## config.mk

```make
export PLATFORM = sky130hd
export DESIGN_NAME = bcd_seq_converter
export DESIGN_NICKNAME = d
export VERILOG_FILES = /design/src/rtl/bcd_pkg.sv /design/src/rtl/bcd_digit_adj.sv /design/src/rtl/bcd_seq_converter.sv
export SDC_FILE = /design/constraint.sdc
export NUM_CORES = 1
export LEC_CHECK = 0
export CORE_MARGIN = 8
export CORE_UTILIZATION = 45
export CTS_CLUSTER_SIZE = 40
export DETAILED_ROUTE_END_ITERATION = 8
export HOLD_SLACK_MARGIN = 0.08
export PLACE_DENSITY = 0.72
export SLEW_MARGIN = 20
export SYNTH_ARGS = -nofsm -noshare
export SYNTH_HDL_FRONTEND = slang
export SYNTH_SLANG_ARGS = --single-unit
```

## constraint.sdc

```tcl
create_clock -name clk -period 1.5 [get_ports clk]
set_input_delay 0.3 -clock clk [delete_from_list [all_inputs] [get_ports clk]]
set_output_delay 0.3 -clock clk [all_outputs]
set_load 0.01 [all_outputs]
```

## src/rtl/bcd_pkg.sv

```systemverilog
// ============================================================================
// Module   : bcd_pkg
// Brief    : Shared types, constants and sizing helper for the sequential
//            binary-to-BCD converter.
// Revision : 1.0 - initial release
// ============================================================================
`default_nettype none

package bcd_pkg;

  localparam int         BCD_DIGIT_W = 4;
  localparam logic [3:0] ADJ_THRESH  = 4'd5;
  localparam logic [3:0] ADJ_ADD     = 4'd3;

  typedef enum logic [1:0] {
    IDLE  = 2'd0,
    SHIFT = 2'd1,
    DONE  = 2'd2
  } state_t;

  // Smallest digit count whose decimal range covers the largest magnitude.
  function automatic int min_digits(input int width, input bit signed_en);
    longint unsigned maxv;
    longint unsigned pow;
    int              d;
    maxv = signed_en ? (64'd1 << (width - 1)) : ((64'd1 << width) - 64'd1);
    pow  = 64'd10;
    d    = 1;
    for (int i = 0; i < 20; i++) begin
      if (pow <= maxv) begin
        pow = pow * 64'd10;
        d   = d + 1;
      end
    end
    return d;
  endfunction

endpackage

`default_nettype wire

```

## src/rtl/bcd_digit_adj.sv

```systemverilog
// ============================================================================
// Module   : bcd_digit_adj
// Brief    : Double-dabble digit correction: adds 3 to a BCD digit >= 5.
// Revision : 1.0 - initial release
// ============================================================================
`default_nettype none

module bcd_digit_adj
  import bcd_pkg::*;
(
  input  logic [BCD_DIGIT_W-1:0] digit,
  output logic [BCD_DIGIT_W-1:0] adjusted
);

  assign adjusted = (digit >= ADJ_THRESH) ? (digit + ADJ_ADD) : digit;

endmodule

`default_nettype wire

```

## src/rtl/bcd_seq_converter.sv

```systemverilog
// ============================================================================
// Module   : bcd_seq_converter
// Brief    : Iterative (one bit per clock) binary-to-BCD converter with
//            valid/ready handshakes. Optional signed input via BCD_SIGNED_EN.
// Revision : 1.0 - initial release
// ============================================================================
`default_nettype none

module bcd_seq_converter
  import bcd_pkg::*;
#(
  parameter int WIDTH  = 8,
  parameter int DIGITS = 3
) (
  input  logic                          clk,
  input  logic                          rst_n,
  input  logic                          in_valid,
  output logic                          in_ready,
  input  logic [WIDTH-1:0]              bin_in,
  output logic                          out_valid,
  input  logic                          out_ready,
  output logic [BCD_DIGIT_W*DIGITS-1:0] bcd_out,
`ifdef BCD_SIGNED_EN
  output logic                          bcd_neg,
`endif
  output logic                          busy
);

  localparam int BCD_W = BCD_DIGIT_W * DIGITS;
  localparam int CNT_W = $clog2(WIDTH + 1);
`ifdef BCD_SIGNED_EN
  localparam bit SIGNED_EN = 1'b1;
`else
  localparam bit SIGNED_EN = 1'b0;
`endif

  generate
    if (WIDTH < 2 || WIDTH > 32) begin : g_width_check
      $error("bcd_seq_converter: WIDTH must lie in 2..32");
    end
    if (DIGITS < min_digits(WIDTH, SIGNED_EN)) begin : g_digits_check
      $error("bcd_seq_converter: DIGITS too small for WIDTH");
    end
  endgenerate

  state_t                r_state;
  logic [WIDTH-1:0]      r_shift;
  logic [BCD_W-1:0]      r_bcd;
  logic [CNT_W-1:0]      r_cnt;
  logic                  r_out_valid;
  logic [WIDTH-1:0]      w_load;
  logic [BCD_W-1:0]      w_adj;
  logic [BCD_W+WIDTH-1:0] w_next;

`ifdef BCD_SIGNED_EN
  logic r_neg;
  // Two's-complement magnitude; the most negative value maps to 2^(WIDTH-1).
  assign w_load  = bin_in[WIDTH-1] ? ((~bin_in) + WIDTH'(1)) : bin_in;
  assign bcd_neg = r_neg;
`else
  assign w_load  = bin_in;
`endif

  generate
    for (genvar k = 0; k < DIGITS; k++) begin : g_adj
      bcd_digit_adj u_adj (
        .digit    (r_bcd[BCD_DIGIT_W*k +: BCD_DIGIT_W]),
        .adjusted (w_adj[BCD_DIGIT_W*k +: BCD_DIGIT_W])
      );
    end
  endgenerate

  // The top bit of the adjusted BCD field falls off the shift.
  assign w_next = {w_adj, r_shift} << 1;

  always_ff @(posedge clk or negedge rst_n) begin
    if (!rst_n) begin
      r_state     <= IDLE;
      r_shift     <= '0;
      r_bcd       <= '0;
      r_cnt       <= '0;
      r_out_valid <= 1'b0;
`ifdef BCD_SIGNED_EN
      r_neg       <= 1'b0;
`endif
    end else begin
      case (r_state)
        IDLE: begin
          if (in_valid) begin
            r_shift <= w_load;
            r_bcd   <= '0;
            r_cnt   <= CNT_W'(WIDTH);
            r_state <= SHIFT;
`ifdef BCD_SIGNED_EN
            r_neg   <= bin_in[WIDTH-1];
`endif
          end
        end
        SHIFT: begin
          {r_bcd, r_shift} <= w_next;
          r_cnt            <= r_cnt - CNT_W'(1);
          if (r_cnt == CNT_W'(1)) begin
            r_state     <= DONE;
            r_out_valid <= 1'b1;
          end
        end
        DONE: begin
          if (out_ready) begin
            r_state     <= IDLE;
            r_out_valid <= 1'b0;
          end
        end
        default: r_state <= IDLE;
      endcase
    end
  end

  assign in_ready  = (r_state == IDLE);
  assign busy      = (r_state == SHIFT);
  assign out_valid = r_out_valid;
  assign bcd_out   = r_bcd;

endmodule

`default_nettype wire

```

==> out/metrics.cfg, run 1 <==
[outcome]
outcome = finished, final reports clean

[floorplanning]
dieHeight_um = 75.03
die_x_um = 75.03
io_pins = 27
core_area_mm2 = 0.003337
dieArea_mm2 = 0.005629
row_count = 21
start_util_pct = 46.98

[critical_path]
cp_num_cells = 6
ff2ff_path_depth = 6
crit_path_end = bcd_out[3]
critPathBufInv = 3
crit_start = r_state[1]
cp_slowest_stage_delay_ns = 0.42
critPathSlowestCell = dfrtp_1
crit_path_end_kind = flip-flop
crit_top_cell = buf_6
rrSetupSlack_ns = 0.008
critPathRequiredTime_ns = 1.73
cp-start-kind = flip-flop
r2r_start = r_state[1]
crit_arrival_ns = 1.72
worstReg2RegEnd = bcd_out[3]
crit_path_max_fanout = 8
critPathTopFamily = compound AO/OA/AOI/OAI gates
crit_chain = buf_6 > buf_6 > buf_8 > o21ba_4 > o31ai_2 > a32o_1
critPathKind = reg2reg

[global_routing]
grt_pass1_wl_mm = 6.555
antenna_found_initial = 0
overflow = 0
grt_usage_pct = 14.67
first_global_vias = 1370
grt_max_degree = 28

[sta]
slew_headroom_pct = 76.62
finClkSkew_ns = 0.004491
fin_setup_tns_ns = 0
report.final.setup_viol = 0
rsz0062_at_grt = true
fmax_ghz = 0.6701
holdWs_ns = 0.3319
setup_ws_ns = 0.007722
min_period_ns = 1.492
min_period_over_period_pct = 99.49
hold_viol = 0
worst-slew-pin-transition_ns = 0.3507
maxSlewViolCount = 0

[clock_network]
cts_tree = done
clock_path_buffers = 2
clk_pin_slew_worst_paths_ns = 0.16
cts_sinks = 27
cts_root_buf = clkbuf_4
postCtsHoldBufs = 0
cts_made_buffers = 3
htreeDepth = 1
clk_latency_ns = 0.32

[synth]
async_flop_share_pct = 100.0
postSynthAreaPerCell_um2 = 10.05
synth-edff-count = 0
synth_xor_area_share_pct = 1.117
yosys_register_bits = 27
ys_warn_count = 0
synthMuxAreaShare_pct = 1.357
synth_compound_area_share_pct = 28.09
synthSimpleGateAreaFrac_pct = 11.49
synth_top_family_by_area = compound AO/OA/AOI/OAI gates
ys_seq_area_share_pct = 43.10
synthDistinctLibCells = 38
synth_ff_type = dfrtp_1
synth-adder-area-share_pct = 6.385
synth_area_mm2 = 0.001568
syn_inst = 156
synth_nets = 176

[power]
vdd_ir_drop_max_mv = 1.152
cellLeakagePower_nw = 1.005
p_switching_mw = 1.853
p_per_area_mw_per_mm2 = 2024
fin_total_pwr_mw = 4.433
seq_power_share_pct = 27.7
combinationalPowerShare_pct = 65.0
pwr-share-clk_pct = 7.4
intPower_mw = 2.580
switching_share_pct = 41.80

[placed_design]
dp_hpwl_mm = 2.690
dpl.cell_count = 231
dp_slack_ns = -0.1443
place_congestion = 0.7709
post_dp_cell_area_mm2 = 0.001907
port_buffers = 26

[layout]
area_growth_pct = 39.74
final_cells = 256
utilization_pct = 65.65
nNetsFinal = 231
final_area_mm2 = 0.002191
antenna_cells = 0
drive_above_1_share_pct = 31.90

[detailed_routing]
totalWireLength_mm = 4.114
drcViolationCount = 0
wl_per_cell_um = 16.07
ant_nets = 0
drtIter0Drc = 89
via_count = 1403
first_pass_iters = 4
detail_route.vias_per_cell = 5.480

[flow_run]
drv_cap = 0

[hold_path]
hp-class = in2async

-- flip-flops by register name, summed over array words and instances, names as in the netlist --
name / flops
bcd_out: 12
out_valid: 1
r_cnt: 4
r_shift: 8
r_state: 2
-- placed cells by master (no fill, tap or decap), types with 2 or more instances in the layout --
master and count:
dlygate4sd2_1 13, nor2b_4 4, o31ai_2 2, nand2_1 11, o21ai_0 7, clkdlybuf4s50_1 11
o2111ai_1 6, xnor2_1 2, a21oi_1 10, clkbuf_4 3, buf_4 30, ha_1 3
inv_2 4, o21ai_1 6, nor2_1 6, ha_4 2, o311ai_2 2, inv_1 11
o221ai_2 2, dfrtp_1 26, a22oi_1 7, a32o_1 3, nor2b_1 7, buf_6 4
nand2b_1 2, o21a_1 2, ha_2 3
-- cells in the mapped netlist (all sizes together), types with 2 or more instances --
library cell,count,share of area [%]
dfrtp,27,43
a32o,3,1.9
nand2b,3,1.7
o31ai,3,2.4
o311ai,3,2.2
nor2,6,1.4
o221ai,3,1.7
inv,15,3.6
nor2b,11,4.4
xnor2,2,1.1
a21oi,10,3.2
nand2,11,2.6
o2111ai,6,3.4
o32ai,2,1.6
buf,9,4.6
o21ai,13,4.1
ha,8,6.4
o21a,3,1.4
a22oi,7,3.4
-- how the worst min path moves through the flow --
stage,to,slack [ns],depth (start not counted)
4_1_cts,out_valid,0.34,2
5_1_grt,out_valid,0.38,2
3_3_place_gp,r_shift[0],0.50,2
3_5_place_dp,bcd_out[0],0.51,2
6_report,out_valid,0.33,2
2_1_floorplan,bcd_out[0],0.004,0
-- worst reg2reg max path, delay by kind of cell (launching register included) --
family                 cells  cell delay (ns)
AO/OA/AOI/OAI              3             0.63
flip-flops                 1             0.42
buffers and inverters      3             0.36
-- routing by layer --
| metal | routed length (um) | track usage [%] | up-vias |
|---|---|---|---|
| li1 | - | - | 673 |
| met5 | 0 | 0 | - |
| met4 | 63 | 2.609 | 0 |
| met2 | 2026 | 25.05 | 46 |
| met3 | 298 | 3.995 | 8 |
| met1 | 1726 | 18.03 | 676 |
-- area by class of cell --
class	instances	area [um^2]
tap	46	57.56
clock inverter	1	5.005
clock buffer	3	22.52
sequential	27	676.9
timing repair buffer	60	514.2
multi-input combinational	104	858.3
inverter	15	56.30
fill	300	1146
-- logic make-up after synthesis --
| family | Yosys count |
|---|---|
| DFF | 27 |
| xor gates and xnor gates | 2 |
| muxes | 2 |
| buffers and inverters | 25 |
| adders and majority gates | 8 |
| and+or+nand+nor | 34 |
| AOI/OAI and AO/OA | 58 |
-- power by group through the flow --
stage	registers (mW)	logic, mW	clock network (mW)
floorplan	1.32	1.44	0
global placement	1.30	2.11	0
detailed placement	1.32	2.21	0
CTS	1.21	2.50	0.342
global route	1.26	3.14	0.365
finish	1.23	2.88	0.327
-- repair_timing --
item	in CTS	in global routing
pin swaps	1	5
setup buffers	16	5
endpoints found under the hold margin	0	0
endpoints found under the setup margin	16	21
resized for setup	26	25
Power figures use the tool's default switching activity.
==> run 2: changes to the inputs <==
==> constraint.sdc (replaced) <==
create_clock -name clk -period 1.87 [get_ports clk]
set_input_delay 0.374 -clock clk [delete_from_list [all_inputs] [get_ports clk]]
set_output_delay 0.374 -clock clk [all_outputs]
set_load 0.01 [all_outputs]
==> out/metrics.cfg, run 2 (same netlist as run 1, synthesis figures left out) <==
[global_routing]
first_global_vias = 1324
grt_max_degree = 28
grt_usage_pct = 13.93
grt_pass1_wl_mm = 6.154
overflow = 0
antenna_found_initial = 0

[layout]
final_area_mm2 = 0.001894
utilization_pct = 56.77
nNetsFinal = 205
final_cell_mix = 27 x dfrtp_1, 24 x clkdlybuf4s50_1, 14 x inv_1
final_common_cell = dfrtp_1
drive_above_1_share_pct = 11.41
final_cells = 230
antenna_cells = 0
fill_cells = 304
area_growth_pct = 20.83
largest_reg_flops = 12

[clock_network]
cts_sinks = 27
cts_made_buffers = 3
clk_latency_ns = 0.33
clk_pin_slew_worst_paths_ns = 0.15
cts_tree = done
cts_root_buf = clkbuf_4
htreeDepth = 1
clock_path_buffers = 2

[sta]
min_period_over_period_pct = 94.85
min_period_ns = 1.774
fin_setup_tns_ns = 0
slew_headroom_pct = 66.33
rsz0062_at_grt = false
maxSlewViolCount = 0
setup_ws_ns = 0.09638
report.final.setup_viol = 0
worst-slew-pin-transition_ns = 0.5040
finClkSkew_ns = 0.0008063
hold_viol = 0
fmax_ghz = 0.5638

[critical_path]
cp-start-kind = flip-flop
critPathSlowestCell = clkdlybuf4s50_1
critPathBufInv = 1
crit_chain = clkdlybuf4s50_1
crit_arrival_ns = 1.40
crit_path_max_fanout = 6
worstReg2RegEnd = bcd_out[2]
ff2ff_path_depth = 5
critPathKind = reg2out
crit_path_end_kind = output pin
critPathTopFamily = buffers and inverters
rrSetupSlack_ns = 0.35
critPathRequiredTime_ns = 1.50
cp_slowest_stage_delay_ns = 0.59
r2r_start = bcd_out[0]

[placed_design]
post_dp_cell_area_mm2 = 0.001869
port_buffers = 26
dp_hpwl_mm = 2.548
dpl.cell_count = 226
dp_slack_ns = 0.04960
place_congestion = 0.7921

[detailed_routing]
ant_nets = 0
wl_per_cell_um = 15.51
drcViolationCount = 0
first_pass_iters = 4
via_count = 1265
totalWireLength_mm = 3.568
detail_route.vias_per_cell = 5.500
drtIter0Drc = 52

[floorplanning]
dieHeight_um = 75.03
dieArea_mm2 = 0.005629
row_count = 21
core_area_mm2 = 0.003337
start_util_pct = 46.98
io_pins = 27
die_x_um = 75.03

[outcome]
outcome = finished, final reports clean

[power]
vdd_ir_drop_max_mv = 0.7684
pwr-share-clk_pct = 8.7
p_per_area_mw_per_mm2 = 1585
p_switching_mw = 1.273
intPower_mw = 1.729
combinationalPowerShare_pct = 56.2
seq_power_share_pct = 35.2
cellLeakagePower_nw = 0.7995
switching_share_pct = 42.41

[hold_path]
hp-class = in2async

[flow_run]
drv_cap = 0

==> run 2: power by group through the flow <==
stage                     registers (mW)  logic (mW)  clock network, mW
after global routing                1.09        1.89              0.299
after floorplan                     1.06        1.16                  0
after detailed placement            1.06        1.71                  0
after global placement              1.05        1.64                  0
final                               1.06        1.69              0.260
after CTS                           1.05        1.70              0.274
==> run 2: worst max path at each step <==
| stage | from | end | slack, ns | cells past startpoint |
|---|---|---|---|---|
| 6_report | bcd_out[6] | bcd_out[6] | 0.1 | 1 |
| 5_1_grt | bcd_out[6] | bcd_out[6] | 0.02 | 1 |
| 4_1_cts | bcd_out[6] | bcd_out[6] | 0.08 | 1 |
| 3_5_place_dp | in_valid | r_shift[1] | 0.05 | 4 |
| 3_3_place_gp | in_valid | r_shift[6] | 0.07 | 4 |
| 2_1_floorplan | bcd_out[4] | bcd_out[6] | 0.49 | 5 |
==> run 2: cell type report <==
class / instances / area, um^2 / share of cell area [%]
Tap cell: 46 / 57.56 / 3.038
Timing Repair Buffer: 34 / 317.8 / 16.78
Clock inverter: 1 / 5.005 / 0.2642
Inverter: 15 / 56.30 / 2.972
Sequential cell: 27 / 675.6 / 35.67
Multi-Input combinational cell: 104 / 759.5 / 40.09
Clock buffer: 3 / 22.52 / 1.189
==> run 2: metal layers <==
layer / up-vias / global-route usage, % / part of all wire, % / wire length (um)
li1: 617 / - / - / -
met1: 612 / 17.41 / 47 / 1678
met2: 32 / 22.07 / 45 / 1601
met3: 4 / 3.595 / 7.0 / 250
met4: 0 / 5.870 / 1.0 / 37
met5: - / 0 / 0 / 0
==> run 2: metrics by stage <==
stage	hold slack (ns)	power [mW]
after global placement	0.4894	2.690
final	0.4017	3.002
after CTS	0.4038	3.028
after floorplan	0.07841	2.215
after detailed placement	0.5159	2.770
after global routing	0.4211	3.280
==> run 2: worst register-to-register path, cell delays in order (launching register included) <==
cell	delay [ns]
dfrtp_1	0.47
inv_1	0.11
ha_1	0.24
nor2b_1	0.17
o21a_1	0.20
o311ai_1	0.25
==> run 2: repair_timing <==
action / 4_1_cts / 5_1_grt
setup endpoints to repair: 2 / 0
hold buffers: 0 / 0
buffers inserted: 0 / 0
gates resized for setup: 2 / 0
==> run 3: changes to the inputs <==
--- a/config.mk
+++ b/config.mk
@@ -9,9 +9,9 @@
 export CORE_UTILIZATION = 45
 export CTS_CLUSTER_SIZE = 40
 export DETAILED_ROUTE_END_ITERATION = 8
+export GPL_TIMING_DRIVEN = 0
 export HOLD_SLACK_MARGIN = 0.08
 export PLACE_DENSITY = 0.72
-export SLEW_MARGIN = 20
 export SYNTH_ARGS = -nofsm -noshare
 export SYNTH_HDL_FRONTEND = slang
 export SYNTH_SLANG_ARGS = --single-unit
==> out/metrics.cfg, run 3 (same netlist as run 1, synthesis figures left out) <==
[layout]
seqCellArea_um2 = 675.6
largest_reg_flops = 12
nNetsFinal = 207
utilization_pct = 57.29
final_cell_mix = 27 x dfrtp_1, 23 x clkdlybuf4s50_1, 14 x inv_1
multi_input_area_um2 = 759.5
antenna_cells = 0
final_area_mm2 = 0.001912
drive_above_1_share_pct = 12.37
final_common_cell = dfrtp_1
fill_cells = 319
area_growth_pct = 21.95

[detailed_routing]
wl_per_cell_um = 15.17
drtIter0Drc = 77
detail_route.vias_per_cell = 5.534
ant_nets = 0
totalWireLength_mm = 3.520
first_pass_iters = 4
via_count = 1284
drcViolationCount = 0

[critical_path]
rrSetupSlack_ns = 0.37
cp-start-kind = flip-flop
worstReg2RegEnd = bcd_out[4]
ff2ff_path_depth = 5
crit_path_end_kind = output pin
critPathKind = reg2out
crit_path_max_fanout = 12
critPathRequiredTime_ns = 1.50
crit_arrival_ns = 1.42
r2r_start = bcd_out[0]

[clock_network]
cts_made_buffers = 3
post_cts_buffers = 0
cts_sinks = 27
clk_pin_slew_worst_paths_ns = 0.15
cts_tree = done
cts_root_buf = clkbuf_4
clk_latency_ns = 0.32
htreeDepth = 1
clock_path_buffers = 2

[hold_path]
hp-class = reg2reg
min_from = r_shift[7]
hold_end = bcd_out[0]
worst_hold_path.num_cells = 2

[placed_design]
dp_hpwl_mm = 2.607
port_buffers = 26
place_congestion = 0.7818
dp_slack_ns = -0.006829
post_dp_cell_area_mm2 = 0.001886

[power]
cellLeakagePower_nw = 0.8057
p_per_area_mw_per_mm2 = 1587
vdd_ir_drop_max_mv = 0.9008

[sta]
worst-slew-pin-transition_ns = 0.5847
hold_viol = 0
finClkSkew_ns = 0.006853
holdWs_ns = 0.5292
rsz0062_at_grt = false
setup_ws_ns = 0.07412
slew_headroom_pct = 61.02
min_period_ns = 1.796
report.final.setup_viol = 0
min_period_over_period_pct = 96.04
fmax_ghz = 0.5568
maxSlewViolCount = 0

[floorplanning]
core_area_mm2 = 0.003337
dieHeight_um = 75.03
start_util_pct = 46.98
dieArea_mm2 = 0.005629
row_count = 21
io_pins = 27
die_x_um = 75.03

[global_routing]
overflow = 0
grt_pass1_wl_mm = 5.892
antenna_found_initial = 0
first_global_vias = 1309
grt_max_degree = 28
grt_usage_pct = 13.16

[flow_run]
drv_cap = 0

[outcome]
outcome = finished, final reports clean

run 3: worst max-delay path, stage by stage, from the launching register on:
cell           delay [ns]
dfrtp_1              0.40
buf_6                0.14
nand2b_4             0.15
inv_4                0.13
dlygate4sd2_1        0.29
run 3: worst max path at each step:
| stage | start | endpoint | cells after the start |
|---|---|---|---|
| detailed placement | r_state[1] | busy | 5 |
| global placement | r_state[1] | busy | 5 |
| global route | r_state[1] | busy | 4 |
| floorplan | bcd_out[4] | bcd_out[6] | 5 |
| CTS | r_state[0] | in_ready | 4 |
| finish | r_state[1] | busy | 4 |
run 3: cell type report:
type | instances | share of cell area, %
inverter | 15 | 3.076
sequential | 27 | 35.34
tap | 46 | 3.010
buffer | 9 | 3.927
timing repair buffer | 27 | 13.55
multi-input combinational | 104 | 39.73
clock buffer | 4 | 1.374
run 3: power by group:
part           total [mW]  internal [mW]  switching [mW]
combinational        1.74          0.862           0.876
sequential           1.04          0.817           0.226
clock               0.253         0.0834           0.170
total                3.03           1.76            1.27
run 3: what timing repair did:
action                                 CTS  global route
hold buffers                             0             1
setup endpoints to repair                2             1
endpoints found under the hold margin    0            13
resized for setup                        5             2
run 3: metal layers:
| metal | track usage [%] | vias up | part of all wire [%] |
|---|---|---|---|
| met3 | 4.394 | 2 | 7.6 |
| met2 | 21.69 | 30 | 46 |
| met5 | 0 | - | 0 |
| met4 | 5.000 | 0 | 0.40 |
| met1 | 15.37 | 628 | 46 |
| li1 | - | 624 | - |
run 3: metrics by stage:
stage	std cells	power (mW)	setup TNS, ns
after detailed placement	228	2.811	-0.006829
final	232	3.034	0
after CTS	231	3.058	0
after global placement	228	2.737	0
after global routing	232	3.275	0
after floorplan	156	2.215	0
